`src/rtl/pri_icache_fetch_buffer.sv`:
```
// Single-line fetch buffer between the core instruction port and the private I-cache.
// Hits are served from the buffered line; misses fetch one full line from the cache.
//
// state   | meaning
// --------+-------------------------------------------------------------
// IDLE    | accept core requests, serve buffer hits, detect misses
// REQ     | line request presented to the cache, waiting for fetch_gnt_i
// WAIT    | line request accepted, waiting for fetch_rvalid_i
module pri_icache_fetch_buffer #(
    parameter int FETCH_ADDR_WIDTH = 32,
    parameter int FETCH_DATA_WIDTH = 128,
    parameter int INSTR_WIDTH      = 32
) (
    input  logic                        clk,
    input  logic                        rst,
    input  logic                        instr_req_i,
    input  logic [FETCH_ADDR_WIDTH-1:0] instr_addr_i,
    output logic                        instr_gnt_o,
    output logic                        instr_rvalid_o,
    output logic [INSTR_WIDTH-1:0]      instr_rdata_o,
    output logic                        fetch_req_o,
    output logic [FETCH_ADDR_WIDTH-1:0] fetch_addr_o,
    input  logic                        fetch_gnt_i,
    input  logic                        fetch_rvalid_i,
    input  logic [FETCH_DATA_WIDTH-1:0] fetch_rdata_i,
    input  logic                        flush_i,
    output logic                        flush_ack_o
);

    localparam int OFF    = $clog2(FETCH_DATA_WIDTH / 8);
    localparam int WSEL_W = OFF - 2;
    localparam int TAG_W  = FETCH_ADDR_WIDTH - OFF;

    localparam logic [1:0] ST_IDLE = 2'd0;
    localparam logic [1:0] ST_REQ  = 2'd1;
    localparam logic [1:0] ST_WAIT = 2'd2;

    logic [1:0]                  r_state;
    logic                        r_buf_valid;
    logic [TAG_W-1:0]            r_buf_tag;
    logic [FETCH_DATA_WIDTH-1:0] r_buf_data;
    logic [FETCH_ADDR_WIDTH-1:0] r_fetch_addr;
    logic [WSEL_W-1:0]           r_wsel;
    logic                        r_kill;
    logic                        r_rvalid;
    logic [INSTR_WIDTH-1:0]      r_rdata;
    logic                        r_flush_ack;

    logic [TAG_W-1:0]            w_tag;
    logic [WSEL_W-1:0]           w_wsel;
    logic                        w_hit;
    logic [INSTR_WIDTH-1:0]      w_buf_word;
    logic [INSTR_WIDTH-1:0]      w_line_word;
    logic                        w_store;

    assign w_tag       = instr_addr_i[FETCH_ADDR_WIDTH-1:OFF];
    assign w_wsel      = instr_addr_i[OFF-1:2];
    assign w_hit       = r_buf_valid && (w_tag == r_buf_tag) && !flush_i;
    assign w_buf_word  = r_buf_data[w_wsel*INSTR_WIDTH +: INSTR_WIDTH];
    assign w_line_word = fetch_rdata_i[r_wsel*INSTR_WIDTH +: INSTR_WIDTH];

    // A flush seen at any point of the in-flight fetch (sticky or this cycle) drops the store.
    assign w_store = (r_state == ST_WAIT) && fetch_rvalid_i && !r_kill && !flush_i;

    assign instr_gnt_o    = (r_state == ST_IDLE) && instr_req_i;
    assign instr_rvalid_o = r_rvalid;
    assign instr_rdata_o  = r_rdata;
    assign fetch_req_o    = (r_state == ST_REQ);
    assign fetch_addr_o   = r_fetch_addr;
    assign flush_ack_o    = r_flush_ack;

    always_ff @(posedge clk) begin
        if (rst) begin
            r_state      <= ST_IDLE;
            r_buf_valid  <= 1'b0;
            r_buf_tag    <= '0;
            r_fetch_addr <= '0;
            r_wsel       <= '0;
            r_kill       <= 1'b0;
            r_rvalid     <= 1'b0;
            r_rdata      <= '0;
            r_flush_ack  <= 1'b0;
        end else begin
            r_rvalid    <= 1'b0;
            r_flush_ack <= flush_i;
            if (flush_i) begin
                r_buf_valid <= 1'b0;
            end
            case (r_state)
                ST_IDLE: begin
                    r_kill <= 1'b0;
                    if (instr_req_i) begin
                        if (w_hit) begin
                            r_rvalid <= 1'b1;
                            r_rdata  <= w_buf_word;
                        end else begin
                            r_fetch_addr <= {w_tag, {OFF{1'b0}}};
                            r_wsel       <= w_wsel;
                            r_state      <= ST_REQ;
                        end
                    end
                end
                ST_REQ: begin
                    if (flush_i) begin
                        r_kill <= 1'b1;
                    end
                    if (fetch_gnt_i) begin
                        r_state <= ST_WAIT;
                    end
                end
                ST_WAIT: begin
                    if (flush_i) begin
                        r_kill <= 1'b1;
                    end
                    if (fetch_rvalid_i) begin
                        r_rvalid <= 1'b1;
                        r_rdata  <= w_line_word;
                        r_state  <= ST_IDLE;
                        if (w_store) begin
                            r_buf_valid <= 1'b1;
                            r_buf_tag   <= r_fetch_addr[FETCH_ADDR_WIDTH-1:OFF];
                        end
                    end
                end
                default: begin
                    r_state <= ST_IDLE;
                end
            endcase
        end
    end

    // Line storage carries no reset; r_buf_valid alone qualifies it.
    always_ff @(posedge clk) begin
        if (!rst && w_store) begin
            r_buf_data <= fetch_rdata_i;
        end
    end

endmodule

```
`config.mk`:
```
export PLATFORM = sky130hd
export DESIGN_NAME = pri_icache_fetch_buffer
export DESIGN_NICKNAME = d
export VERILOG_FILES = /design/src/rtl/pri_icache_fetch_buffer.sv
export SDC_FILE = /design/constraint.sdc
export NUM_CORES = 1
export LEC_CHECK = 0
export BUFFER_PORTS_ARGS = -buffer_cell sky130_fd_sc_hd__clkbuf_2
export CORE_ASPECT_RATIO = 2
export CORE_MARGIN = 5
export CORE_UTILIZATION = 58
export DETAILED_ROUTE_END_ITERATION = 12
export GPL_ROUTABILITY_DRIVEN = 1
export PLACE_DENSITY = 0.86
export SYNTH_ARGS = -nofsm -noshare
export SYNTH_HDL_FRONTEND = slang
export SYNTH_SLANG_ARGS = --single-unit
```
`constraint.sdc`:
```
create_clock -name clk -period 11.8 [get_ports clk]
set_input_delay 1.18 -clock clk [delete_from_list [all_inputs] [get_ports clk]]
set_output_delay 1.18 -clock clk [all_outputs]
set_load 0.02 [all_outputs]
```
==> flow_summary.html <==
<table>
<tr><th>Metric</th><th>Value</th></tr>
<tr><th colspan="2">Outcome</th></tr>
<tr><td>Outcome</td><td>complete, no violations</td></tr>
<tr><th colspan="2">STA</th></tr>
<tr><td>Final Skew</td><td>0.01524 ns</td></tr>
<tr><td>Remaining max-slew budget at the tightest pin</td><td>30.02%</td></tr>
<tr><td>Slew at the pin closest to its max-slew limit</td><td>1.050 ns</td></tr>
<tr><td>Clock period minus final worst setup slack</td><td>3.888 ns</td></tr>
<tr><td>Count of pins over their slew limit</td><td>0</td></tr>
<tr><td>Period utilization</td><td>32.95%</td></tr>
<tr><td>Summed negative setup slack over all endpoints</td><td>0 ns</td></tr>
<tr><td>Setup violations, final</td><td>0</td></tr>
<tr><td>Maximum clock frequency</td><td>0.2572 GHz</td></tr>
<tr><td>Unrepaired setup endpoints after global routing</td><td>no</td></tr>
<tr><td>Final Hold Violating Endpoints</td><td>0</td></tr>
<tr><th colspan="2">Critical path</th></tr>
<tr><td>Worst path max stage delay</td><td>0.74 ns</td></tr>
<tr><td>Cell with the largest stage delay on the worst path</td><td>sky130_fd_sc_hd__nand3_2</td></tr>
<tr><td>Cell type group with the largest total delay on the critical path</td><td>simple AND/OR/NAND/NOR gates</td></tr>
<tr><td>Nature of the critical path startpoint</td><td>primary input</td></tr>
<tr><td>Arrival time of data at the critical path endpoint</td><td>4.26 ns</td></tr>
<tr><td>Crit end category</td><td>register</td></tr>
<tr><td>Sum of buffers and inverters on the critical path</td><td>2</td></tr>
<tr><td>Critical path class</td><td>in -&gt; reg</td></tr>
<tr><td>Data required time of the worst path</td><td>12.17 ns</td></tr>
<tr><td>Reg-to-reg startpoint</td><td>r_buf_tag[24]</td></tr>
<tr><td>Cell Chain, Critical Path</td><td>clkbuf_2 -&gt; xnor2_1 -&gt; nand4_1 -&gt; nor4_4 -&gt; nand3_2 -&gt; and2_1 -&gt; buf_4 -&gt; a211oi_1</td></tr>
<tr><td>Critical Path Fanout Max</td><td>33</td></tr>
<tr><td>Worst reg-to-reg path cell count</td><td>7</td></tr>
<tr><td>Register-to-register setup slack</td><td>8.37 ns</td></tr>
<tr><td>Capturing point of the worst reg2reg path</td><td>instr_rdata_o[31]</td></tr>
<tr><th colspan="2">Route</th></tr>
<tr><td>Average vias per placed instance</td><td>5.915</td></tr>
<tr><td>Antenna Violating Nets Remaining</td><td>0</td></tr>
<tr><td>Detailed Route WL</td><td>24,050 um</td></tr>
<tr><td>Number of optimization iterations in the first detailed-route pass</td><td>4</td></tr>
<tr><td>Remaining DRCs</td><td>0</td></tr>
<tr><td>Detailed-route via count</td><td>6,613</td></tr>
<tr><td>DR iter-0 viols</td><td>290</td></tr>
<tr><td>Detailed-route wire length per cell</td><td>21.51 um</td></tr>
<tr><th colspan="2">Clock tree</th></tr>
<tr><td>Root Buffer Master</td><td>sky130_fd_sc_hd__clkbuf_16</td></tr>
<tr><td>Number of clock sinks</td><td>224</td></tr>
<tr><td>Level count of the clock H-tree</td><td>1</td></tr>
<tr><td>Clock buffer count from CTS</td><td>20</td></tr>
<tr><td>Number of buffers on the longest clock path</td><td>3</td></tr>
<tr><td>Number of cells upsized or downsized after cts</td><td>0</td></tr>
<tr><td>TritonCTS clock tree</td><td>yes</td></tr>
<tr><td>Quantity of hold-fixing buffers added after cts</td><td>0</td></tr>
<tr><td>Setup Fix Bufs, Post-CTS</td><td>0</td></tr>
<tr><td>Clock Latency Late Sink</td><td>0.49 ns</td></tr>
<tr><td>Clock slew seen by the registers of the worst setup and hold paths</td><td>0.06 ns</td></tr>
<tr><th colspan="2">Worst hold path</th></tr>
<tr><td>Worst hold endpoint</td><td>instr_rdata_o[15]</td></tr>
<tr><td>Number of instances on the worst hold path</td><td>2</td></tr>
<tr><td>Worst Hold Launch</td><td>instr_rdata_o[15]</td></tr>
<tr><td>Class of the tightest hold or removal check</td><td>reg -&gt; reg</td></tr>
<tr><th colspan="2">Power and ir drop</th></tr>
<tr><td>Worst vdd rail ir drop</td><td>128.5 uV</td></tr>
<tr><td>Leak pwr</td><td>0.004295 uW</td></tr>
<tr><td>Power density normalized to cell area</td><td>159.9 nW/um2</td></tr>
<tr><th colspan="2">GRT</th></tr>
<tr><td>Global-route usage over all layers</td><td>24.46%</td></tr>
<tr><td>Remaining global-route overflow</td><td>0</td></tr>
<tr><td>First-pass GRT wire length</td><td>36,390 um</td></tr>
<tr><td>Pin count of the biggest net entering global routing</td><td>97</td></tr>
<tr><td>Initial antenna violation count</td><td>0</td></tr>
<tr><td>Number of global-route vias before repair</td><td>7,171</td></tr>
<tr><th colspan="2">Floorplanning</th></tr>
<tr><td>Std cell rows</td><td>66</td></tr>
<tr><td>Initial standard-cell utilization of the core</td><td>59.18%</td></tr>
<tr><td>Area of the die</td><td>19,430 um2</td></tr>
<tr><td>Number of placed I/O pins</td><td>234</td></tr>
<tr><td>Die Ht</td><td>192.2 um</td></tr>
<tr><td>Core region area</td><td>16,270 um2</td></tr>
<tr><td>DIE WIDTH</td><td>101.1 um</td></tr>
<tr><th colspan="2">Yosys</th></tr>
<tr><td>Post-Syn Area per Cell</td><td>13.93 um2</td></tr>
<tr><td>Prevailing post-synth register cell</td><td>sky130_fd_sc_hd__edfxtp_1</td></tr>
<tr><td>Post-synthesis instance area</td><td>9627 um2</td></tr>
<tr><td>Flip-flop and latch count after synthesis</td><td>224</td></tr>
<tr><td>Main area contributors after synthesis</td><td>sky130_fd_sc_hd__edfxtp_1 40%, sky130_fd_sc_hd__dfxtp_1 20%, sky130_fd_sc_hd__mux4_2 15%</td></tr>
<tr><td>Synth area leader</td><td>sky130_fd_sc_hd__edfxtp_1</td></tr>
<tr><td>Number of instances in the synthesized netlist</td><td>691</td></tr>
<tr><td>Synth async-reset ratio</td><td>0%</td></tr>
<tr><td>Yosys cell types</td><td>32</td></tr>
<tr><td>Post-synth top area share</td><td>39.93%</td></tr>
<tr><td>Most frequent cells after synthesis</td><td>128 x sky130_fd_sc_hd__edfxtp_1, 96 x sky130_fd_sc_hd__dfxtp_1, 64 x sky130_fd_sc_hd__mux4_2</td></tr>
<tr><td>Library cell with the highest instance count after synthesis</td><td>sky130_fd_sc_hd__edfxtp_1</td></tr>
<tr><td>Share of synthesized area occupied by flip-flops and latches</td><td>59.89%</td></tr>
<tr><td>Synth warn</td><td>0</td></tr>
<tr><td>Number of enable flip-flop cells after synthesis</td><td>128</td></tr>
<tr><th colspan="2">Layout</th></tr>
<tr><td>Count of inserted antenna diode cells</td><td>0</td></tr>
<tr><td>Final net count</td><td>1,069</td></tr>
<tr><td>Final instance count without filler cells</td><td>1,118</td></tr>
<tr><td>Area growth syn-to-layout</td><td>20.20%</td></tr>
<tr><td>Proportion of layout cells with a drive suffix above 1</td><td>37.53%</td></tr>
<tr><th colspan="2">Place</th></tr>
<tr><td>Placed wire-length estimate after detailed placement</td><td>16,480 um</td></tr>
<tr><td>Total instance count after detailed placement</td><td>1,082</td></tr>
<tr><td>Weighted congestion reported at the end of routability-driven placement</td><td>0.7962</td></tr>
<tr><td>IO buf count</td><td>227</td></tr>
<tr><th colspan="2">Run</th></tr>
<tr><td>Number of maximum-capacitance violations</td><td>0</td></tr>
</table>
## logic make-up after synthesis
logic type,count (synthesis),synth area share (%)
DFF,224,59.89
and+or+nand+nor,144,7.292
other,1,0.03895
muxes,95,18.20
AOI/OAI and AO/OA,103,7.499
adders and majority gates,3,0.3900
xor gates and xnor gates,28,2.547
buffers and inverters,93,4.146
## how the worst max path moves through the flow
stage / startpoint / endpoint / slack (ns) / cells after the start
floorplan: fetch_rvalid_i / r_buf_data[0] / 4.06 / 4
global placement: instr_addr_i[28] / instr_rdata_o[20] / 7.50 / 8
detailed placement: instr_addr_i[28] / instr_rdata_o[21] / 7.36 / 8
CTS: instr_addr_i[28] / instr_rdata_o[31] / 7.90 / 8
global route: instr_addr_i[28] / instr_rdata_o[31] / 7.78 / 8
finish: instr_addr_i[28] / instr_rdata_o[31] / 7.91 / 8
## routing by layer
layer	GRT usage, %	part of all wire (%)	vias to the layer above
li1	-	-	3011
met2	46.37	57	262
met1	26.11	33	3279
met5	0	0	-
met4	10.09	4.2	0
met3	3.926	6.3	61
## cells in the final DEF, fill, tap and decap left out, types with 3 or more instances in the layout
cell type	n
sky130_fd_sc_hd__clkbuf_8	3
sky130_fd_sc_hd__conb_1	4
sky130_fd_sc_hd__inv_1	37
sky130_fd_sc_hd__mux2i_1	31
sky130_fd_sc_hd__buf_4	13
sky130_fd_sc_hd__edfxtp_1	128
sky130_fd_sc_hd__mux4_2	64
sky130_fd_sc_hd__clkinv_1	3
sky130_fd_sc_hd__nand2_1	60
sky130_fd_sc_hd__dfxtp_1	94
sky130_fd_sc_hd__clkbuf_1	4
sky130_fd_sc_hd__clkbuf_16	21
sky130_fd_sc_hd__xnor2_1	28
sky130_fd_sc_hd__a21oi_1	34
sky130_fd_sc_hd__a211oi_1	33
sky130_fd_sc_hd__ha_1	3
sky130_fd_sc_hd__nor2_1	31
sky130_fd_sc_hd__and2_1	33
sky130_fd_sc_hd__nand4_1	6
sky130_fd_sc_hd__clkbuf_2	226
sky130_fd_sc_hd__a221oi_1	32
## power breakdown
group	switching, uW	internal, uW	leakage [uW]
Sequential	30.6	860	0.00193
Combinational	166	132	0.00203
Clock	269	394	0.000334
## worst reg2reg max path, cell delays in order, from the launching register on
cell and delay (ns):
sky130_fd_sc_hd__dfxtp_1 0.32, sky130_fd_sc_hd__xnor2_1 0.18, sky130_fd_sc_hd__nand4_1 0.31, sky130_fd_sc_hd__nor4_4 0.53, sky130_fd_sc_hd__nand3_2 0.74, sky130_fd_sc_hd__and2_1 0.64, sky130_fd_sc_hd__buf_4 0.31, sky130_fd_sc_hd__a211oi_1 0.31
## through the flow
stage          power, uW  hold WS [ns]  worst slack (ns)  util [%]  area, um2
3_3_place_gp        1196        0.4430             7.498     66.98      10900
4_1_cts             1867        0.4616             7.896     71.13      11570
2_1_floorplan       1099        0.4488             4.059         -       9638
5_1_grt             1921        0.4783             7.778     71.13      11570
3_5_place_dp        1205        0.4518             7.359     66.98      10900
6_report            1850        0.4556             7.912     71.13      11570
## state kept, by name, indices dropped and copies added (netlist names)
| name | cells |
|---|---|
| r_buf_valid | 1 |
| r_kill | 1 |
| r_buf_data | 128 |
| instr_rvalid_o | 1 |
| r_buf_tag | 28 |
| fetch_addr_o | 28 |
| r_wsel | 2 |
| r_state | 2 |
| flush_ack_o | 1 |
| instr_rdata_o | 32 |
## area by class of cell
cell class                      count  area [um2]
Clock inverter                      6       77.57
Fill cell                        1122        4697
Timing Repair Buffer              239        1229
Tap cell                          204       255.2
Multi-Input combinational cell    377        3502
Inverter                           38       142.6
Clock buffer                       30       596.8
Sequential cell                   224        5768
Power figures use the tool's default switching activity.
